`config.mk`:
```
export PLATFORM = sky130hd
export DESIGN_NAME = issue_queue_flat
export DESIGN_NICKNAME = d
export VERILOG_FILES = /design/src/rtl/issue_queue_if.sv /design/src/rtl/issue_queue.sv /design/src/flat_wrapper.sv
export SDC_FILE = /design/constraint.sdc
export NUM_CORES = 1
export LEC_CHECK = 0
export ABC_CLOCK_PERIOD_IN_PS = 9220
export BUFFER_PORTS_ARGS = -buffer_cell sky130_fd_sc_hd__clkbuf_2
export CAP_MARGIN = 0
export CORE_AREA = 2 2 259 261
export DETAILED_ROUTE_END_ITERATION = 8
export DIE_AREA = 0 0 261 263
export PLACE_DENSITY = 0.8
export REMOVE_ABC_BUFFERS = 1
export SETUP_SLACK_MARGIN = 0.3
export SYNTH_ARGS = -nofsm -noshare
export SYNTH_HDL_FRONTEND = slang
export SYNTH_SLANG_ARGS = --single-unit
```
`constraint.sdc`:
```
create_clock -name clk_in -period 9.22 [get_ports clk_in]
set_input_delay 0.922 -clock clk_in [delete_from_list [all_inputs] [get_ports clk_in]]
set_output_delay 0.922 -clock clk_in [all_outputs]
set_load 0.02 [all_outputs]
```
`src/rtl/issue_queue_if.sv`:
```
// issue_queue_if -- fetch/decode/dispatch bundle for the instruction issue queue.
//
// Signals (named from the queue's point of view):
//   rdy_in            global enable; low freezes the queue
//   clear_in          synchronous flush (branch mispredict)
//   if_valid_in       fetch offers an instruction
//   if_instr_in       offered instruction word
//   if_pc_in          PC of the offered instruction
//   if_full_out       queue refuses pushes this cycle
//   id_valid_out      head entry valid for the decoder
//   id_instr_out      head instruction word
//   id_pc_out         head PC
//   dispatch_ready_in downstream accepts the decoded head this cycle
//   count_out         current occupancy (0..2**PTR_W)
//
// master: the fetch/dispatch side that drives the queue.
// slave:  the queue itself.
interface issue_queue_if #(
  parameter int PTR_W = 4
);
  logic             rdy_in;
  logic             clear_in;
  logic             if_valid_in;
  logic [31:0]      if_instr_in;
  logic [31:0]      if_pc_in;
  logic             if_full_out;
  logic             id_valid_out;
  logic [31:0]      id_instr_out;
  logic [31:0]      id_pc_out;
  logic             dispatch_ready_in;
  logic [PTR_W:0]   count_out;

  modport master (
    output rdy_in, clear_in, if_valid_in, if_instr_in, if_pc_in, dispatch_ready_in,
    input  if_full_out, id_valid_out, id_instr_out, id_pc_out, count_out
  );

  modport slave (
    input  rdy_in, clear_in, if_valid_in, if_instr_in, if_pc_in, dispatch_ready_in,
    output if_full_out, id_valid_out, id_instr_out, id_pc_out, count_out
  );
endinterface

```
`src/rtl/issue_queue.sv`:
```
// issue_queue -- circular FIFO of fetched instructions feeding the decoder.
//
// Ports:
//   clk_in  single clock, all state updates on its rising edge
//   rst_in  asynchronous active-low reset (clears pointers and occupancy)
//   bus     issue_queue_if.slave: fetch push side, decoder head side,
//           dispatch handshake, global enable, flush and occupancy
//
// The head entry is presented first-word-fall-through straight from storage;
// a pushed entry becomes visible one cycle after the push (no bypass).
module issue_queue #(
  parameter int DEPTH = 16,
  parameter int PTR_W = 4
) (
  input  logic          clk_in,
  input  logic          rst_in,
  issue_queue_if.slave  bus
);

  localparam logic [PTR_W:0]   FULL_CNT = (PTR_W+1)'(DEPTH);
  localparam logic [PTR_W-1:0] LAST_IDX = PTR_W'(DEPTH - 1);

  logic [31:0]      instr_mem_q [DEPTH];
  logic [31:0]      pc_mem_q    [DEPTH];

  logic [PTR_W-1:0] head_q, head_d;
  logic [PTR_W-1:0] tail_q, tail_d;
  logic [PTR_W:0]   count_q, count_d;

  logic full;
  logic not_empty;
  logic push;
  logic pop;

  assign full      = (count_q == FULL_CNT);
  assign not_empty = (count_q != '0);

  // A flush or a frozen queue suppresses both handshakes.
  assign push = bus.if_valid_in & ~full & bus.rdy_in & ~bus.clear_in;
  assign pop  = not_empty & bus.dispatch_ready_in & bus.rdy_in & ~bus.clear_in;

  assign bus.if_full_out  = full;
  assign bus.id_valid_out = not_empty;
  assign bus.id_instr_out = instr_mem_q[head_q];
  assign bus.id_pc_out    = pc_mem_q[head_q];
  assign bus.count_out    = count_q;

  always_comb begin
    head_d  = head_q;
    tail_d  = tail_q;
    count_d = count_q;
    if (bus.rdy_in) begin
      if (bus.clear_in) begin
        head_d  = '0;
        tail_d  = '0;
        count_d = '0;
      end else begin
        if (push) tail_d = (tail_q == LAST_IDX) ? '0 : tail_q + 1'b1;
        if (pop)  head_d = (head_q == LAST_IDX) ? '0 : head_q + 1'b1;
        case ({push, pop})
          2'b10:   count_d = count_q + 1'b1;
          2'b01:   count_d = count_q - 1'b1;
          default: count_d = count_q;
        endcase
      end
    end
  end

  always_ff @(posedge clk_in or negedge rst_in) begin
    if (!rst_in) begin
      head_q  <= '0;
      tail_q  <= '0;
      count_q <= '0;
    end else begin
      head_q  <= head_d;
      tail_q  <= tail_d;
      count_q <= count_d;
    end
  end

  // Storage carries no reset; entries are only meaningful once counted.
  always_ff @(posedge clk_in) begin
    if (push) begin
      instr_mem_q[tail_q] <= bus.if_instr_in;
      pc_mem_q[tail_q]    <= bus.if_pc_in;
    end
  end

endmodule
```
`src/flat_wrapper.sv`:
```
// flat-port wrapper written by rule: the top's interface ports become plain ports
module issue_queue_flat 
#(
  parameter int DEPTH = 16,
  parameter int PTR_W = 4
)
  (clk_in, rst_in, bus_rdy_in, bus_clear_in, bus_if_valid_in, bus_if_instr_in, bus_if_pc_in, bus_dispatch_ready_in, bus_if_full_out, bus_id_valid_out, bus_id_instr_out, bus_id_pc_out, bus_count_out);
  issue_queue_if #(.PTR_W(PTR_W)) bus_i ();
  input  logic clk_in;
  input  logic rst_in;
  input wire logic [$bits(bus_i.rdy_in)-1:0] bus_rdy_in;
  input wire logic [$bits(bus_i.clear_in)-1:0] bus_clear_in;
  input wire logic [$bits(bus_i.if_valid_in)-1:0] bus_if_valid_in;
  input wire logic [$bits(bus_i.if_instr_in)-1:0] bus_if_instr_in;
  input wire logic [$bits(bus_i.if_pc_in)-1:0] bus_if_pc_in;
  input wire logic [$bits(bus_i.dispatch_ready_in)-1:0] bus_dispatch_ready_in;
  output wire logic [$bits(bus_i.if_full_out)-1:0] bus_if_full_out;
  output wire logic [$bits(bus_i.id_valid_out)-1:0] bus_id_valid_out;
  output wire logic [$bits(bus_i.id_instr_out)-1:0] bus_id_instr_out;
  output wire logic [$bits(bus_i.id_pc_out)-1:0] bus_id_pc_out;
  output wire logic [$bits(bus_i.count_out)-1:0] bus_count_out;
  assign bus_i.rdy_in = bus_rdy_in;
  assign bus_i.clear_in = bus_clear_in;
  assign bus_i.if_valid_in = bus_if_valid_in;
  assign bus_i.if_instr_in = bus_if_instr_in;
  assign bus_i.if_pc_in = bus_if_pc_in;
  assign bus_i.dispatch_ready_in = bus_dispatch_ready_in;
  assign bus_if_full_out = bus_i.if_full_out;
  assign bus_id_valid_out = bus_i.id_valid_out;
  assign bus_id_instr_out = bus_i.id_instr_out;
  assign bus_id_pc_out = bus_i.id_pc_out;
  assign bus_count_out = bus_i.count_out;
  issue_queue #(.DEPTH(DEPTH), .PTR_W(PTR_W)) u_core (.clk_in(clk_in), .rst_in(rst_in), .bus(bus_i));
endmodule
```
==> results of run 1 <==
metal layers:
layer,vias to the layer above,routed length (um)
li1,7088,-
met1,9638,32530
met2,1180,45960
met3,164,8192
met4,10,2126
met5,-,53
worst max-delay path, cell delays in order (launching register included):
cell and delay [ns]:
sky130_fd_sc_hd__dfrtp_4 0.74, sky130_fd_sc_hd__buf_12 0.63, sky130_fd_sc_hd__buf_4 0.86, sky130_fd_sc_hd__mux4_2 0.64, sky130_fd_sc_hd__mux4_2 0.55, sky130_fd_sc_hd__clkbuf_2 0.18
area by class of cell:
| cell class | count | area (um2) |
|---|---|---|
| Sequential cell | 1037 | 31090 |
| Fill cell | 3854 | 21740 |
| Multi-Input combinational cell | 415 | 7915 |
| Clock buffer | 123 | 2504 |
| Tap cell | 864 | 1081 |
| Timing Repair Buffer | 166 | 920.9 |
| Clock inverter | 45 | 331.6 |
| Inverter | 9 | 33.78 |
| Antenna cell | 3 | 7.507 |
where the power goes:
part / switching, uW / internal (uW)
registers: 124 / 5280
clock network: 1650 / 2020
logic: 1270 / 1120
total: 3050 / 8430
through the flow:
step           cells  setup TNS, ns  setup WS, ns  hold slack, ns
2_1_floorplan   1461        -176.92        -2.658          0.6142
3_3_place_gp    2491              0         4.547          0.5476
3_5_place_dp    2491              0         4.454          0.5715
4_1_cts         2659              0         3.756          0.1716
5_1_grt         2661              0         3.569          0.2006
6_report        2662              0         3.938          0.1890
layout by cell type (no fill, tap or decap), types with 2 or more instances in the layout:
cell type	count
sky130_fd_sc_hd__clkbuf_16	96
sky130_fd_sc_hd__and2_4	11
sky130_fd_sc_hd__a31oi_1	3
sky130_fd_sc_hd__o41ai_1	2
sky130_fd_sc_hd__or4_1	2
sky130_fd_sc_hd__dfrtp_4	4
sky130_fd_sc_hd__mux4_2	320
sky130_fd_sc_hd__nor3_1	3
sky130_fd_sc_hd__xor2_1	3
sky130_fd_sc_hd__a21o_1	2
sky130_fd_sc_hd__bufinv_16	4
sky130_fd_sc_hd__o22ai_1	3
sky130_fd_sc_hd__inv_1	9
sky130_fd_sc_hd__clkinv_1	19
sky130_fd_sc_hd__ha_1	8
sky130_fd_sc_hd__edfxtp_1	1024
sky130_fd_sc_hd__a21oi_1	3
sky130_fd_sc_hd__nand2b_1	3
sky130_fd_sc_hd__a22oi_1	3
sky130_fd_sc_hd__buf_4	24
sky130_fd_sc_hd__nor4_1	4
sky130_fd_sc_hd__clkbuf_2	140
sky130_fd_sc_hd__nand3_1	5
sky130_fd_sc_hd__nand2_1	8
sky130_fd_sc_hd__or4_4	2
sky130_fd_sc_hd__o31ai_1	4
sky130_fd_sc_hd__diode_2	3
sky130_fd_sc_hd__o21ai_0	5
sky130_fd_sc_hd__inv_6	4
sky130_fd_sc_hd__and3_4	4
sky130_fd_sc_hd__clkinv_2	16
sky130_fd_sc_hd__dfrtp_1	9
sky130_fd_sc_hd__buf_12	2
sky130_fd_sc_hd__nor2_1	6
sky130_fd_sc_hd__clkbuf_1	27
sky130_fd_sc_hd__o21a_1	2
cells by family after synthesis:
kind of cell	count (synthesis)	share of synthesized area
flip-flops	1037	0.7911
multiplexers	320	0.1835
buffers and inverters	88	0.008822
AND/OR/NAND/NOR	52	0.007580
AO/OA/AOI/OAI	31	0.005351
adder cells (fa/ha/maj)	9	0.003058
XOR/XNOR	3	0.0006690
registers in the layout, summed over array words and instances, names as in the netlist:
signal,count
u_core.bus.count_out,5
u_core.instr_mem_q,512
u_core.pc_mem_q,512
u_core.tail_q,4
u_core.head_q,4
worst min-delay path by stage:
stage / cells after the start / slack [ns] / endpoint / start
2_1_floorplan: 1 / 0.61 / u_core.tail_q[3] / u_core.tail_q[3]
3_3_place_gp: 2 / 0.55 / u_core.bus.count_out[2] / u_core.bus.count_out[2]
3_5_place_dp: 2 / 0.57 / u_core.bus.count_out[2] / u_core.bus.count_out[2]
4_1_cts: 1 / 0.17 / u_core.bus.count_out[0] / rst_in
5_1_grt: 1 / 0.20 / u_core.bus.count_out[0] / rst_in
6_report: 1 / 0.19 / u_core.bus.count_out[0] / rst_in
==> impl_metrics.py, run 1 <==
metrics = {
    "outcome": {
        "status": "complete, no violations",
    },
    "synthesis": {
        "synth_area_per_cell_um2": 25.51,
        "synth-edff-count": 1024,
        "ffs_latches_synth": 1037,
        "top_area_cells_in_the_synthesized_netlist": "sky130_fd_sc_hd__edfxtp_1, sky130_fd_sc_hd__mux4_2, sky130_fd_sc_hd__dfrtp_1",
        "synthDominantCellAreaShare": 0.7828,
        "synthFlopType": "sky130_fd_sc_hd__edfxtp_1",
        "synthesis.yosys.warnings": 0,
        "synthDistinctLibCells": 37,
        "synth_async_sr_flop_share": 0.01254,
        "syn_area_um2": 39280,
        "synth.largest_area_cell": "sky130_fd_sc_hd__edfxtp_1",
        "synthTopCellsByCount": "sky130_fd_sc_hd__edfxtp_1, sky130_fd_sc_hd__mux4_2, sky130_fd_sc_hd__clkbuf_1, sky130_fd_sc_hd__buf_1, sky130_fd_sc_hd__dfrtp_1",
        "post_synthesis_sequential_area_ratio": 0.7911,
        "syn-instance-count": 1540,
        "synth_most_common_cell": "sky130_fd_sc_hd__edfxtp_1",
    },
    "worst_hold_path": {
        "min_path_type": "in2async",
    },
    "setup_path": {
        "critical_path.startpoint": "u_core.head_q[0]",
        "flop2flop_setup_slack_ns": 5.75,
        "crit_fanout": 100,
        "r2r_cells": 5,
        "critical_path_arrival_ns": 4.36,
        "kind_of_start_point_of_the_critical_path": "register",
        "regToRegStartpoint": "u_core.bus.count_out[0]",
        "setup_crit_end": "bus_id_pc_out[14]",
        "critical_path.endpoint_type": "output port",
        "r2r_end": "u_core.pc_mem_q[3][26]",
        "criticalPathCategory": "reg2out",
        "crit_required_ns": 8.30,
    },
    "global_route": {
        "grt_max_degree": 132,
        "grt_most_used_layer": "met2",
        "grt_remaining_overflow": 0,
        "antenna_found_initial": 8,
        "grtUsageMet1": 0.3640,
        "grt_util_met3": 0.06258,
        "grt_util_met2": 0.4339,
        "grt_usage": 0.2652,
        "first_global_vias": 18950,
        "grt_pass1_wl_mm": 129.2,
    },
    "floorplan": {
        "die_width_um": 261,
        "vert_die_dim_um": 263,
        "placeableCoreArea_um2": 65630,
        "io_pins": 141,
        "floorplan.initialDensity": 0.5986,
        "core.rowCount": 94,
        "die_area_um2": 68640,
    },
    "final_layout": {
        "finalInstanceArea_um2": 43880,
        "num-nets-final": 1802,
        "core_utilization_of_the_finished_layout": 0.6687,
        "drive_above_1_share": 0.3510,
        "syn2layout_area_growth_pct": 11.71,
    },
    "timing": {
        "clock-skew-final_ns": 0.02318,
        "timing.final.max_slew_violations": 0,
        "timing_worst_slew_pin_value_ns": 1.235,
        "finalWorstPathRequiredPeriod_ns": 5.282,
        "final-setup-viol-count": 0,
        "fmax_mhz": 189.3,
        "post-route-period-util": 0.5729,
        "final_hold_viol_count": 0,
        "slew_headroom": 0.1768,
        "rsz_0062_raised_after_global_routing": "no",
    },
    "pwr": {
        "power.density_cell_area_nw_per_um2": 261.6,
        "power.static_leakage_uw": 0.01351,
        "total_power_uw": 11480,
        "vdd.ir_drop.worst_uv": 262.5,
    },
    "clock_network": {
        "cts-root-buf": "sky130_fd_sc_hd__clkbuf_16",
        "cts_htree_levels": 3,
        "cts.repair.resized": 0,
        "post_cts_hold_buffer_count": 0,
        "cts.path.max_buffers": 3,
        "cts.clk_slew.worst_paths_ns": 0.06,
        "tritoncts_clock_tree": "built",
        "cts.sinks": 1037,
        "cts_buffers": 94,
        "worst_skew_pair.late_latency_ns": 0.65,
        "post-cts-setup-buffers": 0,
    },
    "drt": {
        "detailroute.via_count": 18080,
        "detail_route.wl_per_cell_um": 33.38,
        "drtIter0Drc": 2154,
        "post-route-drc-count": 0,
        "final_antenna_net_count": 0,
        "vias_per_cell": 6.792,
        "number_of_iterations_in_the_first_detailed_routing_pass": 7,
        "routed_wirelength_mm": 88.86,
    },
    "place": {
        "port-buffer-count": 140,
        "gp_congestion": 0.7373,
        "placed_area_um2": 41040,
        "detailedPlacementHpwl_mm": 40.48,
    },
    "job": {
        "drv.max_cap_violation_count": 0,
    },
}
(Power assumes the default switching activity.)
==> inputs of run 2 (changes only) <==
--- a/config.mk
+++ b/config.mk
@@ -5,13 +5,13 @@
 export SDC_FILE = /design/constraint.sdc
 export NUM_CORES = 1
 export LEC_CHECK = 0
-export ABC_CLOCK_PERIOD_IN_PS = 9220
+export ABC_CLOCK_PERIOD_IN_PS = 4640
 export BUFFER_PORTS_ARGS = -buffer_cell sky130_fd_sc_hd__clkbuf_2
 export CAP_MARGIN = 0
-export CORE_AREA = 2 2 259 261
+export CORE_AREA = 2 2 271 273
 export DETAILED_ROUTE_END_ITERATION = 8
-export DIE_AREA = 0 0 261 263
-export PLACE_DENSITY = 0.8
+export DIE_AREA = 0 0 273 275
+export PLACE_DENSITY = 0.77
 export REMOVE_ABC_BUFFERS = 1
 export SETUP_SLACK_MARGIN = 0.3
 export SYNTH_ARGS = -nofsm -noshare
==> constraint.sdc (replaced) <==
create_clock -name clk_in -period 4.64 [get_ports clk_in]
set_input_delay 0.464 -clock clk_in [delete_from_list [all_inputs] [get_ports clk_in]]
set_output_delay 0.464 -clock clk_in [all_outputs]
set_load 0.02 [all_outputs]
==> run 2 against run 1 <==
Against the previous run:
- setup slack lost 3.1 ns
- sequential power grew 100%
- via count down 1.5%
- total power rose by 100%
- critical endpoint is now bus_id_instr_out[0]
- largest cell class unchanged
- largest power group unchanged
==> impl_metrics.py, run 2 (synthesized netlist as in run 1, its figures left out) <==
metrics = {
    "setup_path": {
        "critical_path.endpoint_type": "output port",
        "kind_of_start_point_of_the_critical_path": "register",
        "criticalPathCategory": "reg2out",
        "critical_path_arrival_ns": 3.30,
        "critPathMaxStageDelay_ns": 0.78,
        "crit_path_top_delay_cell": "sky130_fd_sc_hd__dfrtp_4",
        "path_common_cell": "sky130_fd_sc_hd__mux4_2",
        "crit_required_ns": 4.18,
        "crit_fanout": 65,
        "critical_path.cell_chain": "buf_12, mux4_2, mux4_2, clkbuf_2",
    },
    "global_route": {
        "first_global_vias": 18640,
        "grt_remaining_overflow": 0,
        "grt_usage": 0.2311,
        "grt_max_degree": 87,
        "grt_pass1_wl_mm": 124.6,
        "antenna_found_initial": 11,
    },
    "floorplan": {
        "placeableCoreArea_um2": 72340,
        "vert_die_dim_um": 275,
        "floorplan.initialDensity": 0.5430,
        "io_pins": 141,
        "die_area_um2": 75080,
        "die_width_um": 273,
        "core.rowCount": 99,
    },
    "place": {
        "gp_congestion": 0.7143,
        "detailedPlacementHpwl_mm": 40.69,
        "port-buffer-count": 140,
        "placed_area_um2": 41460,
    },
    "clock_network": {
        "cts-root-buf": "sky130_fd_sc_hd__clkbuf_16",
        "cts.sinks": 1037,
        "cts_htree_levels": 3,
        "cts.clk_slew.worst_paths_ns": 0.06,
        "post-cts-setup-buffers": 0,
        "post_cts_hold_buffer_count": 1,
        "tritoncts_clock_tree": "built",
        "cts.repair.resized": 0,
        "worst_skew_pair.late_latency_ns": 0.65,
        "cts.path.max_buffers": 3,
        "cts_buffers": 99,
    },
    "drt": {
        "detailroute.via_count": 17810,
        "highest-signal-layer": "met5",
        "post-route-drc-count": 0,
        "wl_met2_mm": 43.12,
        "number_of_iterations_in_the_first_detailed_routing_pass": 5,
        "routed_wirelength_mm": 85.58,
        "vias_per_cell": 6.396,
        "detail_route.wl_per_cell_um": 30.73,
        "drt-met1-wl_mm": 33.49,
        "drtIter0Drc": 1921,
        "final_antenna_net_count": 0,
        "wl_met3_mm": 7.167,
    },
    "final_layout": {
        "layout.cells.most_common_list": "sky130_fd_sc_hd__edfxtp_1, sky130_fd_sc_hd__mux4_2, sky130_fd_sc_hd__clkbuf_2",
        "num-nets-final": 1820,
        "fill_cells": 4689,
        "finalInstanceArea_um2": 44600,
        "drive_above_1_share": 0.3646,
        "mostFrequentLayoutCell": "sky130_fd_sc_hd__edfxtp_1",
        "syn2layout_area_growth_pct": 13.54,
    },
    "timing": {
        "fmax_mhz": 265.8,
        "clock-skew-final_ns": 0.01490,
        "finalWorstPathRequiredPeriod_ns": 3.762,
        "timing_worst_slew_pin_value_ns": 1.192,
        "rsz_0062_raised_after_global_routing": "no",
        "final-setup-viol-count": 0,
        "post-route-period-util": 0.8109,
        "timing.final.max_slew_violations": 0,
        "final_hold_viol_count": 0,
        "final.hold.worst_slack_ns": 0.1742,
        "slew_headroom": 0.2054,
    },
    "pwr": {
        "power.share.combinational": 0.202,
        "vdd.ir_drop.worst_uv": 335.8,
        "power.internal_uw": 17160,
        "clock_power_share": 0.333,
        "power.static_leakage_uw": 0.01375,
        "power.density_cell_area_nw_per_um2": 522.8,
        "sw_frac_of_total": 0.2640,
        "seq_power_share": 0.464,
        "power.switching_uw": 6156,
    },
    "outcome": {
        "status": "complete, no violations",
    },
    "job": {
        "drv.max_cap_violation_count": 0,
    },
    "worst_hold_path": {
        "min_path_type": "in2reg",
    },
}
run 2: changes by cell type in the layout (fill, tap and decap cells not counted):
cell and delta:
sky130_fd_sc_hd__clkinv_8 +1, sky130_fd_sc_hd__bufinv_16 +3, sky130_fd_sc_hd__diode_2 +2, sky130_fd_sc_hd__clkinv_1 +1, sky130_fd_sc_hd__dlygate4sd3_1 +1, sky130_fd_sc_hd__clkinvlp_4 +7, sky130_fd_sc_hd__clkbuf_1 -10, sky130_fd_sc_hd__clkinv_2 +6
sky130_fd_sc_hd__buf_4 -5, sky130_fd_sc_hd__clkbuf_16 +5, sky130_fd_sc_hd__buf_12 +17
run 2: worst paths after layout:
kind | start | to | slack [ns] | depth (start not counted)
max in group asynchronous | rst_in | u_core.head_q[3] | 4.05 | 2
worst max register to register | u_core.bus.count_out[1] | u_core.instr_mem_q[13][26] | 1.59 | 5
worst min-delay path | bus_rdy_in | u_core.tail_q[0] | 0.17 | 2
min in group asynchronous | rst_in | u_core.bus.count_out[4] | 0.27 | 2
worst min register to register | u_core.bus.count_out[2] | u_core.bus.count_out[2] | 0.58 | 2
worst max-delay path | u_core.head_q[0] | bus_id_instr_out[0] | 0.88 | 4
run 2: metrics by stage:
stage	TNS, ns	worst slack, ns	util	instances	total power [uW]
2_1_floorplan	-654.87	-6.780	-	1461	14230
3_3_place_gp	0	1.472	0.5732	2598	15680
3_5_place_dp	0	1.468	0.5732	2598	15780
4_1_cts	0	0.7684	0.6164	2780	23490
5_1_grt	0	0.6652	0.6164	2782	24050
6_report	0	0.8776	0.6165	2785	23310
run 2: final cells by class:
type,count,area (um2),area share
tap,959,1200,0.02690
inverter,9,33.78,0.0007574
timing repair buffer,179,1234,0.02766
sequential,1037,31090,0.6971
clock inverter,63,524.3,0.01175
clock buffer,118,2591,0.05810
antenna,5,12.51,0.0002805
multi-input combinational,415,7915,0.1775
run 2: power groups by stage:
stage | Sequential, uW | Combinational, uW | Clock, uW
after floorplan | 11200 | 3000 | 0
after global placement | 11000 | 4680 | 0
after detailed placement | 11000 | 4760 | 0
after CTS | 10800 | 4810 | 7860
after global routing | 10800 | 5020 | 8190
final | 10800 | 4720 | 7770
run 2: critical path: cells and delay by family, from the launching register on:
kind,cells,cell delay (ns)
mux,2,1.12
flops,1,0.78
buf+inv,2,0.68
run 2: routing by layer:
| layer | GRT usage | vias up |
|---|---|---|
| met3 | 0.04460 | 131 |
| met4 | 0.06601 | 14 |
| met1 | 0.3256 | 9589 |
| li1 | - | 7160 |
| met5 | 0 | - |
| met2 | 0.3762 | 920 |
